## config.mk

```make
export PLATFORM = sky130hd
export DESIGN_NAME = mux256_feeder
export DESIGN_NICKNAME = d
export VERILOG_FILES = /design/src/rtl/mux256_feeder.sv
export SDC_FILE = /design/constraint.sdc
export NUM_CORES = 1
export LEC_CHECK = 0
export BUFFER_PORTS_ARGS = -buffer_cell sky130_fd_sc_hd__buf_2
export CORE_AREA = 3 3 184 221
export CTS_CLUSTER_SIZE = 12
export DETAILED_ROUTE_END_ITERATION = 7
export DIE_AREA = 0 0 187 224
export PLACE_DENSITY_LB_ADDON = 0.2
export SYNTH_ARGS = -nofsm -noshare
export SYNTH_HDL_FRONTEND = slang
export SYNTH_SLANG_ARGS = --single-unit
```

## constraint.sdc

```tcl
create_clock -name clk -period 2.44 [get_ports clk]
set_clock_uncertainty 0.1 [all_clocks]
set_input_delay 0.244 -clock clk [delete_from_list [all_inputs] [get_ports clk]]
set_output_delay 0.244 -clock clk [all_outputs]
set_load 0.02 [all_outputs]
```

## src/rtl/mux256_feeder.sv

```systemverilog
// mux256_feeder: collects a byte stream into a wide vector for the 256:1
// bit-select mux, then walks the mux select over a programmed index range.
//
// state     | meaning
// ----------+-------------------------------------------------------------
// ST_IDLE   | waiting for the first byte of a new vector
// ST_LOAD   | collecting the remaining bytes, byte_cnt = next byte slot
// ST_LOADED | full vector held on mux_in, waiting for start
// ST_SWEEP  | issuing one select index per clock, cur = index on mux_sel
// ST_DONE   | one-cycle completion pulse, then back to ST_IDLE
module mux256_feeder #(
  parameter int DATA_WIDTH = 256,
  parameter int SEL_WIDTH  = 8,
  parameter int BYTE_WIDTH = 8
) (
  input  logic                  clk,
  input  logic                  rst_n,
  input  logic [BYTE_WIDTH-1:0] s_data,
  input  logic                  s_valid,
  output logic                  s_ready,
  input  logic                  start,
  input  logic [SEL_WIDTH-1:0]  sel_first,
  input  logic [SEL_WIDTH-1:0]  sel_last,
  output logic [DATA_WIDTH-1:0] mux_in,
  output logic [SEL_WIDTH-1:0]  mux_sel,
  output logic                  sel_valid,
  output logic                  loaded,
  output logic                  done
);

  localparam int NBYTES = DATA_WIDTH / BYTE_WIDTH;
  localparam int CNT_W  = (NBYTES > 1) ? $clog2(NBYTES) : 1;
  localparam logic [CNT_W-1:0] LAST_BYTE = CNT_W'(NBYTES - 1);

  typedef enum logic [2:0] {
    ST_IDLE,
    ST_LOAD,
    ST_LOADED,
    ST_SWEEP,
    ST_DONE
  } state_t;

  state_t               state, state_nxt;
  logic [CNT_W-1:0]     byte_cnt, byte_cnt_nxt;
  logic [SEL_WIDTH-1:0] cur, cur_nxt;
  logic [SEL_WIDTH-1:0] last_r, last_nxt;
  logic                 accept;
  logic                 wr_en;

  // s_ready is the registered handshake output, so acceptance needs no
  // combinational path from s_valid back to s_ready.
  assign accept = s_valid && s_ready;

  // State, byte counter and sweep index registers.
  always_ff @(posedge clk) begin
    if (!rst_n) begin
      state    <= ST_IDLE;
      byte_cnt <= '0;
      cur      <= '0;
      last_r   <= '0;
    end else begin
      state    <= state_nxt;
      byte_cnt <= byte_cnt_nxt;
      cur      <= cur_nxt;
      last_r   <= last_nxt;
    end
  end

  // Next-state, counter and sweep-index logic.
  always_comb begin
    state_nxt    = state;
    byte_cnt_nxt = byte_cnt;
    cur_nxt      = cur;
    last_nxt     = last_r;
    wr_en        = 1'b0;
    case (state)
      ST_IDLE: begin
        if (accept) begin
          wr_en        = 1'b1;
          byte_cnt_nxt = CNT_W'(1);
          state_nxt    = ST_LOAD;
        end
      end
      ST_LOAD: begin
        if (accept) begin
          wr_en        = 1'b1;
          // Wraps to 0 on the final byte so the next vector starts at slot 0.
          byte_cnt_nxt = byte_cnt + CNT_W'(1);
          if (byte_cnt == LAST_BYTE) begin
            state_nxt = ST_LOADED;
          end
        end
      end
      ST_LOADED: begin
        if (start) begin
          cur_nxt   = sel_first;
          last_nxt  = sel_last;
          state_nxt = ST_SWEEP;
        end
      end
      ST_SWEEP: begin
        if (cur == last_r) begin
          state_nxt = ST_DONE;
        end else begin
          cur_nxt = cur + SEL_WIDTH'(1);
        end
      end
      ST_DONE: begin
        state_nxt = ST_IDLE;
      end
      default: begin
        state_nxt = ST_IDLE;
      end
    endcase
  end

  // Byte-lane write into the held vector; untouched lanes keep old data.
  always_ff @(posedge clk) begin
    if (!rst_n) begin
      mux_in <= '0;
    end else begin
      for (int i = 0; i < NBYTES; i++) begin
        if (wr_en && (byte_cnt == CNT_W'(i))) begin
          mux_in[i*BYTE_WIDTH +: BYTE_WIDTH] <= s_data;
        end
      end
    end
  end

  // Outputs registered from the next state so they line up with the state
  // they describe; mux_sel follows cur and so holds between sweeps.
  always_ff @(posedge clk) begin
    if (!rst_n) begin
      s_ready   <= 1'b0;
      loaded    <= 1'b0;
      sel_valid <= 1'b0;
      done      <= 1'b0;
      mux_sel   <= '0;
    end else begin
      s_ready   <= (state_nxt == ST_IDLE) || (state_nxt == ST_LOAD);
      loaded    <= (state_nxt == ST_LOADED);
      sel_valid <= (state_nxt == ST_SWEEP);
      done      <= (state_nxt == ST_DONE);
      mux_sel   <= cur_nxt;
    end
  end

endmodule

```

# After elaboration in Yosys (flattened, before gate mapping)
# Cells that the tools add are included.
# op_classes
add_sub_neg	2
n_eq_ne	43
mux	14
n_reduce_logical	43
# op_table
op	count
== test 5 bit (second input constant)	16
== test 5 x 4 -> 1 bit (second input constant)	8
logical AND 1 bit	33
== test 5 x 3 -> 1 bit (second input constant)	4
two-way mux 8 bit	2
one-hot mux 8 bit (2 select lines)	1
two-way mux 3 bit	5
== test 3 x 2 -> 1 bit (second input constant)	4
one-hot mux 3 bit (4 select lines)	1
== test 5 x 2 -> 1 bit (second input constant)	2
two-way mux 5 bit	2
one-hot mux 5 bit (2 select lines)	1
adder 8 x 1 -> 8 bit (second input constant)	1
== test 8 bit	1
inequality test 2 bit (second input constant)	4
== test 3 x 1 -> 1 bit (second input constant)	2
zero test 3 bit	2
AND reduction 3 bit	2
adder 5 x 1 -> 5 bit (second input constant)	1
== test 5 x 1 -> 1 bit (second input constant)	1
zero test 5 bit	1
nonzero test 2 bit	2
== test 3 bit (second input constant)	1
two-way mux 1 bit	2
other kinds (3)	3
# word_totals
register_bits	284
inputBits	28
output_inout_bits	268
wordCells	142

# Depth between registers and ports, before layout
# Gate-level depths: netlist (run 1).
# depth
ltp_word	6
depth_mapped	8
ltp_nobuf	7

# Worst setup path before layout (run 1)
# Ideal clock, no wire load.
# synth_timing
kind	register to register
startpoint	register byte_cnt[0]
endpoint	register loaded
arrival_ps	1737
required_ps	2279
slack_ps	542
stages_incl_launch_ff	8
path_buffers	1
synth_period_minus_slack_ps	1898
cell_sequence	dfxtp_1 ha_1 and3_1 ha_1 clkbuf_1 nand3_1 a21oi_1 and4_1
# synth_between
elab_chain_cells	5
# synth_lines
item	line_no	text
from (decl)	44	logic [CNT_W-1:0] byte_cnt, byte_cnt_nxt;
from (signal assigned)	63	byte_cnt <= byte_cnt_nxt;
== test 5 bit	89	if (byte_cnt == LAST_BYTE) begin
two-way mux 3 bit	89	
two-way mux 3 bit	85	if (accept) begin
one-hot mux 3 bit (4 select lines)	76	case (state)
== test 3 x 2 -> 1 bit	141	loaded <= (state_nxt == ST_LOADED);
to (signal assigned)	141	
to (decl)	27	output logic loaded,
# Every way passes these cells.
# A chain may end at the register's enable or synchronous reset.

# Final worst setup path (run 1)
# layout_timing
startpoint	register state[1]
endpoint	register mux_in[79]
# layout_between
elab_chain_cells	4
# layout_lines
item	line_no	text
from (decl)	43	state_t state, state_nxt;
from (signal assigned)	62	state <= state_nxt;
== test 3 x 1 -> 1 bit / zero test 3 bit (equally long branches)	76	
OR reduction 2 bit (no line) (*)	-	
two-way mux 1 bit (*)	-	
logical AND 1 bit (*)	123	if (wr_en && (byte_cnt == CNT_W'(i))) begin
to (signal, indexed assignment)	124	mux_in[i*BYTE_WIDTH +: BYTE_WIDTH] <= s_data;
to (decl)	24	output logic [DATA_WIDTH-1:0] mux_in,
# Mark *: on every way between the ends. The rest lies on a longest branch, timed or not.

==> metrics list, run 1 <==
- The run finished with clean final reports.
* # IOs: 296
- Setup crit start kind: flip-flop
* Setup_tns: 0 ns
- Counting every sink on the clock net gives 284.
* Ratio of cells with drive above 1 in the final layout: 27.1%
- The final-report hold violation count is 0.
- Most frequent cells in the layout: 294 x sky130_fd_sc_hd__buf_2, 284 x sky130_fd_sc_hd__dfxtp_1, 192 x sky130_fd_sc_hd__nand2_1, 146 x sky130_fd_sc_hd__a21boi_0, 144 x sky130_fd_sc_hd__nand3_1
- HPWL Detailed: 24800 µm
- Post-route fraction of the period consumed by the critical path: 88.2%
- Data on the critical path arrives at its endpoint at 2.44 ns.
- Max-cap violation count: 0
- Net count after synthesis: 1260
* Worst-skew pair later-pin latency: 0.52 ns
- The via count of the first global-routing pass was 9153.
- Entering global routing, the biggest net connects 78 pins.
- Port bufs: 295
* Clock tree from TritonCTS: yes
- Setup violations remaining at the end of the flow were counted as 0.
* Hold Path Class: input pin to flip-flop
* Unrepaired setup endpoints after global routing: no
- Sequential fraction of the synthesis area: 49.2%
- Of all nets on the critical path, the largest fanout is 27.
- STA classifies the critical path endpoint as a flip-flop.
- The die covers 41900 µm².
- Yosys attributes the largest share of cell area to sky130_fd_sc_hd__dfxtp_1 49%, sky130_fd_sc_hd__mux2i_1 10%, sky130_fd_sc_hd__a21boi_0 9.5%, sky130_fd_sc_hd__nor2b_1 6.9%, sky130_fd_sc_hd__nand3_1 6.2%.
* Clock-pin transition on the worst setup and hold timing paths: 0.06 ns
- sky130_fd_sc_hd__dfxtp_1 takes more of the synthesized area than any other cell.
- Global-route congestion overflow total: 0
- Number of nets in the layout: 1550
- Initial standard-cell utilization of the core: 29.7%
- Wire length of the first global-routing pass: 56800 µm
- Data required time at the worst endpoint: 2.73 ns
- Final weighted congestion in routability-driven placement: 0.739
* Yosys warning count: 0
* Clock buffer count from CTS: 34
- Post-CTS resize count: 0
- Leaving out filler cells and counting taps, the final layout contains 2062.
- In this run the power density over the cells is 674 nW/µm².
- VDD sags by at most 0.465 mV.
- Row generation in the floorplan step produced 79 rows.
- Iteration-0 DRC Markers: 574
* Final WS setup: 0.289 ns
- The longest clock path from root to sink contains 3 buffers.
- Clock period minus worst slack: 2.15 ns
- Leaving out fill and tap cells, the most frequent cell in the layout is sky130_fd_sc_hd__buf_2.
- Maximum frequency from static timing analysis: 465 MHz
* H-tree levels: 2
* Syn Area/Cell: 9.43 µm²
* #FFs+latches synth: 284
- Drt wl/cell: 18.0 µm
- Worst slew margin relative to its limit: 52.1%
- Once placement completed, the tool counted placed cells totaling 1993.
* Total number of vias: 9489
- Setup Crit Path Kind: flip-flop to flip-flop
* Measured slew at the worst slew-check pin: 0.709 ns
- The detail route stage leaves a number of antenna-violating nets equal to 0.
- Aggregate global-route resource usage: 17.1%
- Summing every instance area after synthesis gives 11600 µm².
- Post-CTS setup buffers: 0
* Number of instances in the synthesized netlist: 1225
- In the routed design, unresolved DRC markers number 0.
- Clock tree root driver cell: sky130_fd_sc_hd__clkbuf_16
- The core region is 38800 µm².
- After filler insertion, the fill cell instance count of the layout stands at 4000.
* Share of the synthesized area in the top cell type: 49.2%
- Mean number of vias per cell: 4.60
* Layout Area Growth over Synthesis: 29.8%
- Die outline height: 224 µm
- The number of max-slew violations in the final report came to 0.
- The routed design has 37200 µm of wire.
- In this run the static leakage power is 5.85 nW.
- Horiz. Die Dim: 187 µm
- The number of hold buffers added after CTS was 12.
- Post-Place Worst Slack: 0.265 ns
- Before antenna repair, the detailed router went through 4 iterations.
- Number of antenna violations at the first check in global routing: 1
- After synthesis, the netlist uses 46 different library cells.
==> flip-flops by register name, indices dropped and copies added, names as in the netlist <==
signal	flops
sel_valid	1
last_r	8
done	1
mux_in	256
s_ready	1
loaded	1
byte_cnt	5
mux_sel	8
state	3
==> worst max-delay path, stage by stage, from the launching register on <==
cell                       delay (ns)
sky130_fd_sc_hd__dfxtp_1         0.37
sky130_fd_sc_hd__and3b_1         0.51
sky130_fd_sc_hd__and3_1          0.24
sky130_fd_sc_hd__buf_4           0.31
sky130_fd_sc_hd__nand2_1         0.26
sky130_fd_sc_hd__nand2_1         0.13
sky130_fd_sc_hd__a21boi_0        0.09
==> routing by layer <==
layer	up-vias	global-route usage [%]	part of all wire, %
met5	-	0	0
met4	0	4.37	1.9
met3	43	4.90	7.1
met2	279	28.2	47
met1	4442	22.2	44
li1	4725	-	-
==> power by group <==
part,switching (W),leakage [nW],internal [W]
Combinational,0.000271,3.03,0.000162
Clock,0.00197,0.538,0.00303
Sequential,0.0000156,2.29,0.00465
==> path summary, 6_finish.rpt <==
path | to | cells after the start | slack [ns] | start
worst min-delay path | mux_sel[3] | 4 | 0.03 | sel_first[3]
worst max register to register | mux_in[79] | 6 | 0.29 | state[1]
worst min register to register | mux_in[57] | 2 | 0.36 | mux_in[57]
worst max-delay path | mux_in[79] | 6 | 0.29 | state[1]
==> stage by stage <==
stage	total power, W	utilization, %	area (µm²)	hold WS [ns]
finish	0.0101	38.6	15000	0.0336
global route	0.0105	38.6	15000	0.0360
CTS	0.0103	38.6	15000	0.00218
detailed placement	0.00519	35.5	13800	0.353
global placement	0.00519	35.5	13800	0.347
floorplan	0.00500	-	11600	0.289
==> cell usage after synthesis (all sizes together) <==
cell type,number
nor3,7
o21a,2
nor3b,1
o21ai,13
ha,7
xnor2,8
nand4b,1
dfxtp,284
o211ai,3
nor4bb,1
nand4,4
a21oi,6
a21boi,146
inv,4
and2,2
or3,1
nor2b,128
and3,7
a32oi,1
a21bo,2
nand3b,1
and3b,2
buf,30
o31ai,3
nor4,2
and4,1
a311oi,1
nor2,15
and2b,1
o211a,3
a31oi,1
nand4bb,2
nand3,148
o221a,1
nand2,192
mux2i,121
clkbuf,70
nand2b,3
==> cell type report <==
class                      instances  area (µm²)  share of cell area, %
antenna                            1        2.50                 0.0167
clock buffer                      49         988                   6.59
clock inverter                     7         111                  0.743
inverter                           4        15.0                  0.100
multi-input combinational        837        5470                   36.4
sequential                       284        5690                   37.9
tap                              526         658                   4.39
timing repair buffer             354        2070                   13.8
==> cells by family (layout without fill, tap and decap cells) <==
logic type                 Yosys count  count (layout)  synth area share [%]
buffers and inverters              104             414                  3.73
AOI/OAI and AO/OA                  182             182                  11.6
adders and majority gates            7               7                 0.758
other                                0               1                     0
xor gates and xnor gates             8               8                 0.607
muxes                              121             121                  10.5
and+or+nand+nor                    519             519                  23.6
DFF                                284             284                  49.2
Note: power is estimated with default switching activity, not from simulation.
==> run 2, diff against run 1 <==
--- a/config.mk
+++ b/config.mk
@@ -6,11 +6,12 @@
 export NUM_CORES = 1
 export LEC_CHECK = 0
 export BUFFER_PORTS_ARGS = -buffer_cell sky130_fd_sc_hd__buf_2
-export CORE_AREA = 3 3 184 221
+export CORE_AREA = 3 3 151 182
 export CTS_CLUSTER_SIZE = 12
 export DETAILED_ROUTE_END_ITERATION = 7
-export DIE_AREA = 0 0 187 224
+export DIE_AREA = 0 0 154 185
 export PLACE_DENSITY_LB_ADDON = 0.2
+export RECOVER_POWER = 50
 export SYNTH_ARGS = -nofsm -noshare
 export SYNTH_HDL_FRONTEND = slang
 export SYNTH_SLANG_ARGS = --single-unit
==> constraint.sdc (replaced) <==
create_clock -name clk -period 2.7 [get_ports clk]
set_clock_uncertainty 0.1 [all_clocks]
set_input_delay 0.27 -clock clk [delete_from_list [all_inputs] [get_ports clk]]
set_output_delay 0.27 -clock clk [all_outputs]
set_load 0.02 [all_outputs]
==> metrics list, run 2 (synthesis gave the netlist of run 1 again) <==
- The DRC violation count after routing came to 0 (unchanged).
- The share of the clock period used by the worst path after layout was 83.4% (was 88.2%).
- Global-route congestion overflow total: 0 (unchanged)
- The total wire length after detailed routing is 33100 µm (was 37200 µm).
- Met2 wire len: 15400 µm (was 17300 µm)
- Data required time at the worst endpoint: 3.02 ns (was 2.73 ns)
- Largest registers: mux_in (256), last_r (8), mux_sel (8) (unchanged)
- The count of routing violations after the opening detailed-route iteration is 421 (was 574).
- The critical path class is flip-flop to flip-flop (unchanged).
- Most frequent cells in the layout: 284 x sky130_fd_sc_hd__dfxtp_1, 272 x sky130_fd_sc_hd__clkbuf_1, 192 x sky130_fd_sc_hd__nand2_1, 146 x sky130_fd_sc_hd__a21boi_0, 144 x sky130_fd_sc_hd__nand3_1 (was 294 x sky130_fd_sc_hd__buf_2, 284 x sky130_fd_sc_hd__dfxtp_1, 192 x sky130_fd_sc_hd__nand2_1, 146 x sky130_fd_sc_hd__a21boi_0, 144 x sky130_fd_sc_hd__nand3_1)
- Uppermost routed layer: met4 (unchanged)
* Clock tree root driver cell: sky130_fd_sc_hd__clkbuf_16 (unchanged)
- The final total power was 0.00829 W (was 0.0101 W).
- The number of nets at the end of the flow was 1528 (was 1550).
- Peak ir drop on the vdd network: 0.475 mV (was 0.465 mV)
- Met1 Routed Length: 14500 µm (was 16500 µm)
* Kind of end point of the critical path: flip-flop (unchanged)
* Die outline height: 185 µm (was 224 µm)
- The via count of the first global-routing pass is 9202 (was 9153).
- The total placed instance area came to 13300 µm² (was 13800 µm²).
* Number of antenna violations at the first check in global routing: 0 (was 1)
- The count of antenna-violating nets left after detailed routing was 0 (unchanged).
- Maximum frequency from static timing analysis: 444 MHz (was 465 MHz)
- The maximum number of pins on one net before global-route repair came to 115 (was 78).
- Mean number of vias per cell: 5.14 (was 4.60)
- The share of final-layout standard cells stronger than drive strength 1 came to 8.04% (was 27.1%).
- Final antenna diode count: 0 (was 1)
* Largest register FFs: 256 (unchanged)
* Clock buffer count from CTS: 29 (was 34)
- Aggregate global-route resource usage: 22.4% (was 17.1%)
- Total met3 wirelength after detailed routing: 2570 µm (was 2640 µm)
- Number of buffers on the longest clock path: 3 (unchanged)
- Initial standard-cell utilization of the core: 44.9% (was 29.7%)
- The number of max-capacitance violations reported is 0 (unchanged).
* Total number of vias: 9436 (was 9489)
- Clock period minus worst slack: 2.25 ns (was 2.15 ns)
- The leakage power is 4.45 nW (was 5.85 nW).
- The area of the core region was 25700 µm² (was 38800 µm²).
* HPWL Detailed: 21600 µm (was 24800 µm)
* Unrepaired setup endpoints after global routing: no (unchanged)
- Horiz. Die Dim: 154 µm (was 187 µm)
- Register with the most flip-flops: mux_in (unchanged)
- Worst slew margin relative to its limit: 36.4% (was 52.1%)
* Final-layout fill cell count: 2470 (was 4000)
- The data arrival time of the critical path is 2.57 ns (was 2.44 ns).
* # IOs: 296 (unchanged)
- The commonest non-fill, non-tap cell in the layout is sky130_fd_sc_hd__dfxtp_1 (was sky130_fd_sc_hd__buf_2).
- The level count of the clock H-tree was 1 (was 2).
- The power per standard cell area was 594 nW/µm² (was 674 nW/µm²).
* Initial DRT Pass Iterations: 4 (unchanged)
- Hold Path Class: input pin to flip-flop (unchanged)
* Clock-pin transition on the worst setup and hold timing paths: 0.06 ns (about the same)
- The largest fanout of any net on the critical path came to 9 (was 27).
- Setup_tns: 0 ns (unchanged)
* Drt wl/cell: 18.1 µm (was 18.0 µm)
- The layout overhead on the synthesized area was 20.8% (was 29.8%).
* Worst-skew pair later-pin latency: 0.54 ns (was 0.52 ns)
* Setup crit start kind: flip-flop (unchanged)
* Floorplan die area: 28500 µm² (was 41900 µm²)
- Final weighted congestion in routability-driven placement: 0.784 (was 0.739)
- The number of buffers inserted by post-CTS setup repair was 0 (unchanged).
- Worst hold slack: 0.0127 ns (was 0.0336 ns)
- The number of max-slew violations in the final report was 0 (unchanged).
- Port bufs: 295 (unchanged)
- The setup-violating endpoint count in the final report came to 0 (unchanged).
* Final count of hold timing violations: 0 (unchanged)
- Clock tree from TritonCTS: yes (unchanged)
- The sink count of the clock tree came to 284 (unchanged).
- Final Core Density: 54.3% (was 38.6%)
* Status: complete, no violations (unchanged)
- Measured slew at the worst slew-check pin: 0.954 ns (was 0.709 ns)
- FF-to-FF setup slack: 0.45 ns (was 0.29 ns)
- The count of standard-cell rows is 64 (was 79).
* Cell area after layout: 14000 µm² (was 15000 µm²)
* Wire length of the first global-routing pass: 52100 µm (was 56800 µm)
## run 2: cell count changes in the layout (fill, tap and decap cells not counted), moves of 2 or more
| cell | change |
|---|---|
| sky130_fd_sc_hd__buf_12 | -6 |
| sky130_fd_sc_hd__buf_2 | -266 |
| sky130_fd_sc_hd__buf_4 | -13 |
| sky130_fd_sc_hd__clkbuf_1 | +264 |
| sky130_fd_sc_hd__clkbuf_16 | -6 |
| sky130_fd_sc_hd__clkbuf_8 | -2 |
| sky130_fd_sc_hd__clkinv_2 | +2 |
| sky130_fd_sc_hd__clkinv_8 | -2 |
## run 2: stage by stage
step           std cells  setup slack, ns
4_1_cts             1835            0.544
5_1_grt             1835            0.189
2_1_floorplan       1225            0.802
3_5_place_dp        1780            0.571
3_3_place_gp        1780            0.625
6_report            1835            0.448
## run 2: what timing repair did
item	4_1_cts	5_1_grt
hold buffers	12	0
resized for setup	0	0
setup endpoints to repair	0	0
endpoints found under the hold margin	12	0
## run 2: cell type report
| type | instances | area, µm² | area share, % |
|---|---|---|---|
| multi-input combinational | 837 | 5460 | 39.1 |
| sequential | 284 | 5690 | 40.7 |
| clock inverter | 6 | 58.8 | 0.421 |
| clock buffer | 37 | 796 | 5.70 |
| inverter | 4 | 15.0 | 0.108 |
| timing repair buffer | 337 | 1530 | 10.9 |
| tap | 330 | 413 | 2.96 |
## run 2: path summary, 6_finish.rpt
path / from / end / cells past startpoint
max reg2reg: byte_cnt[2] / mux_in[176] / 5
min: sel_first[3] / mux_sel[3] / 4
max: byte_cnt[2] / mux_in[176] / 5
min reg2reg: mux_in[35] / mux_in[35] / 2
## run 2: worst max-delay path, cell delays in order (launching register included)
cell                       delay [ns]
sky130_fd_sc_hd__dfxtp_1         0.59
sky130_fd_sc_hd__clkbuf_1        0.47
sky130_fd_sc_hd__nand2b_1        0.30
sky130_fd_sc_hd__nor2_4          0.35
sky130_fd_sc_hd__mux2i_1         0.23
sky130_fd_sc_hd__nor2b_1         0.08
## run 2: metal layers
layer / track usage [%] / vias to the layer above
met5: 0 / -
met4: 5.62 / 0
met3: 5.68 / 38
met2: 36.4 / 301
met1: 30.0 / 4419
li1: - / 4678
## run 2: power breakdown
group          internal (W)  switching (W)
sequential          0.00420      0.0000142
clock               0.00214        0.00159
combinational      0.000124       0.000224
total               0.00646        0.00183
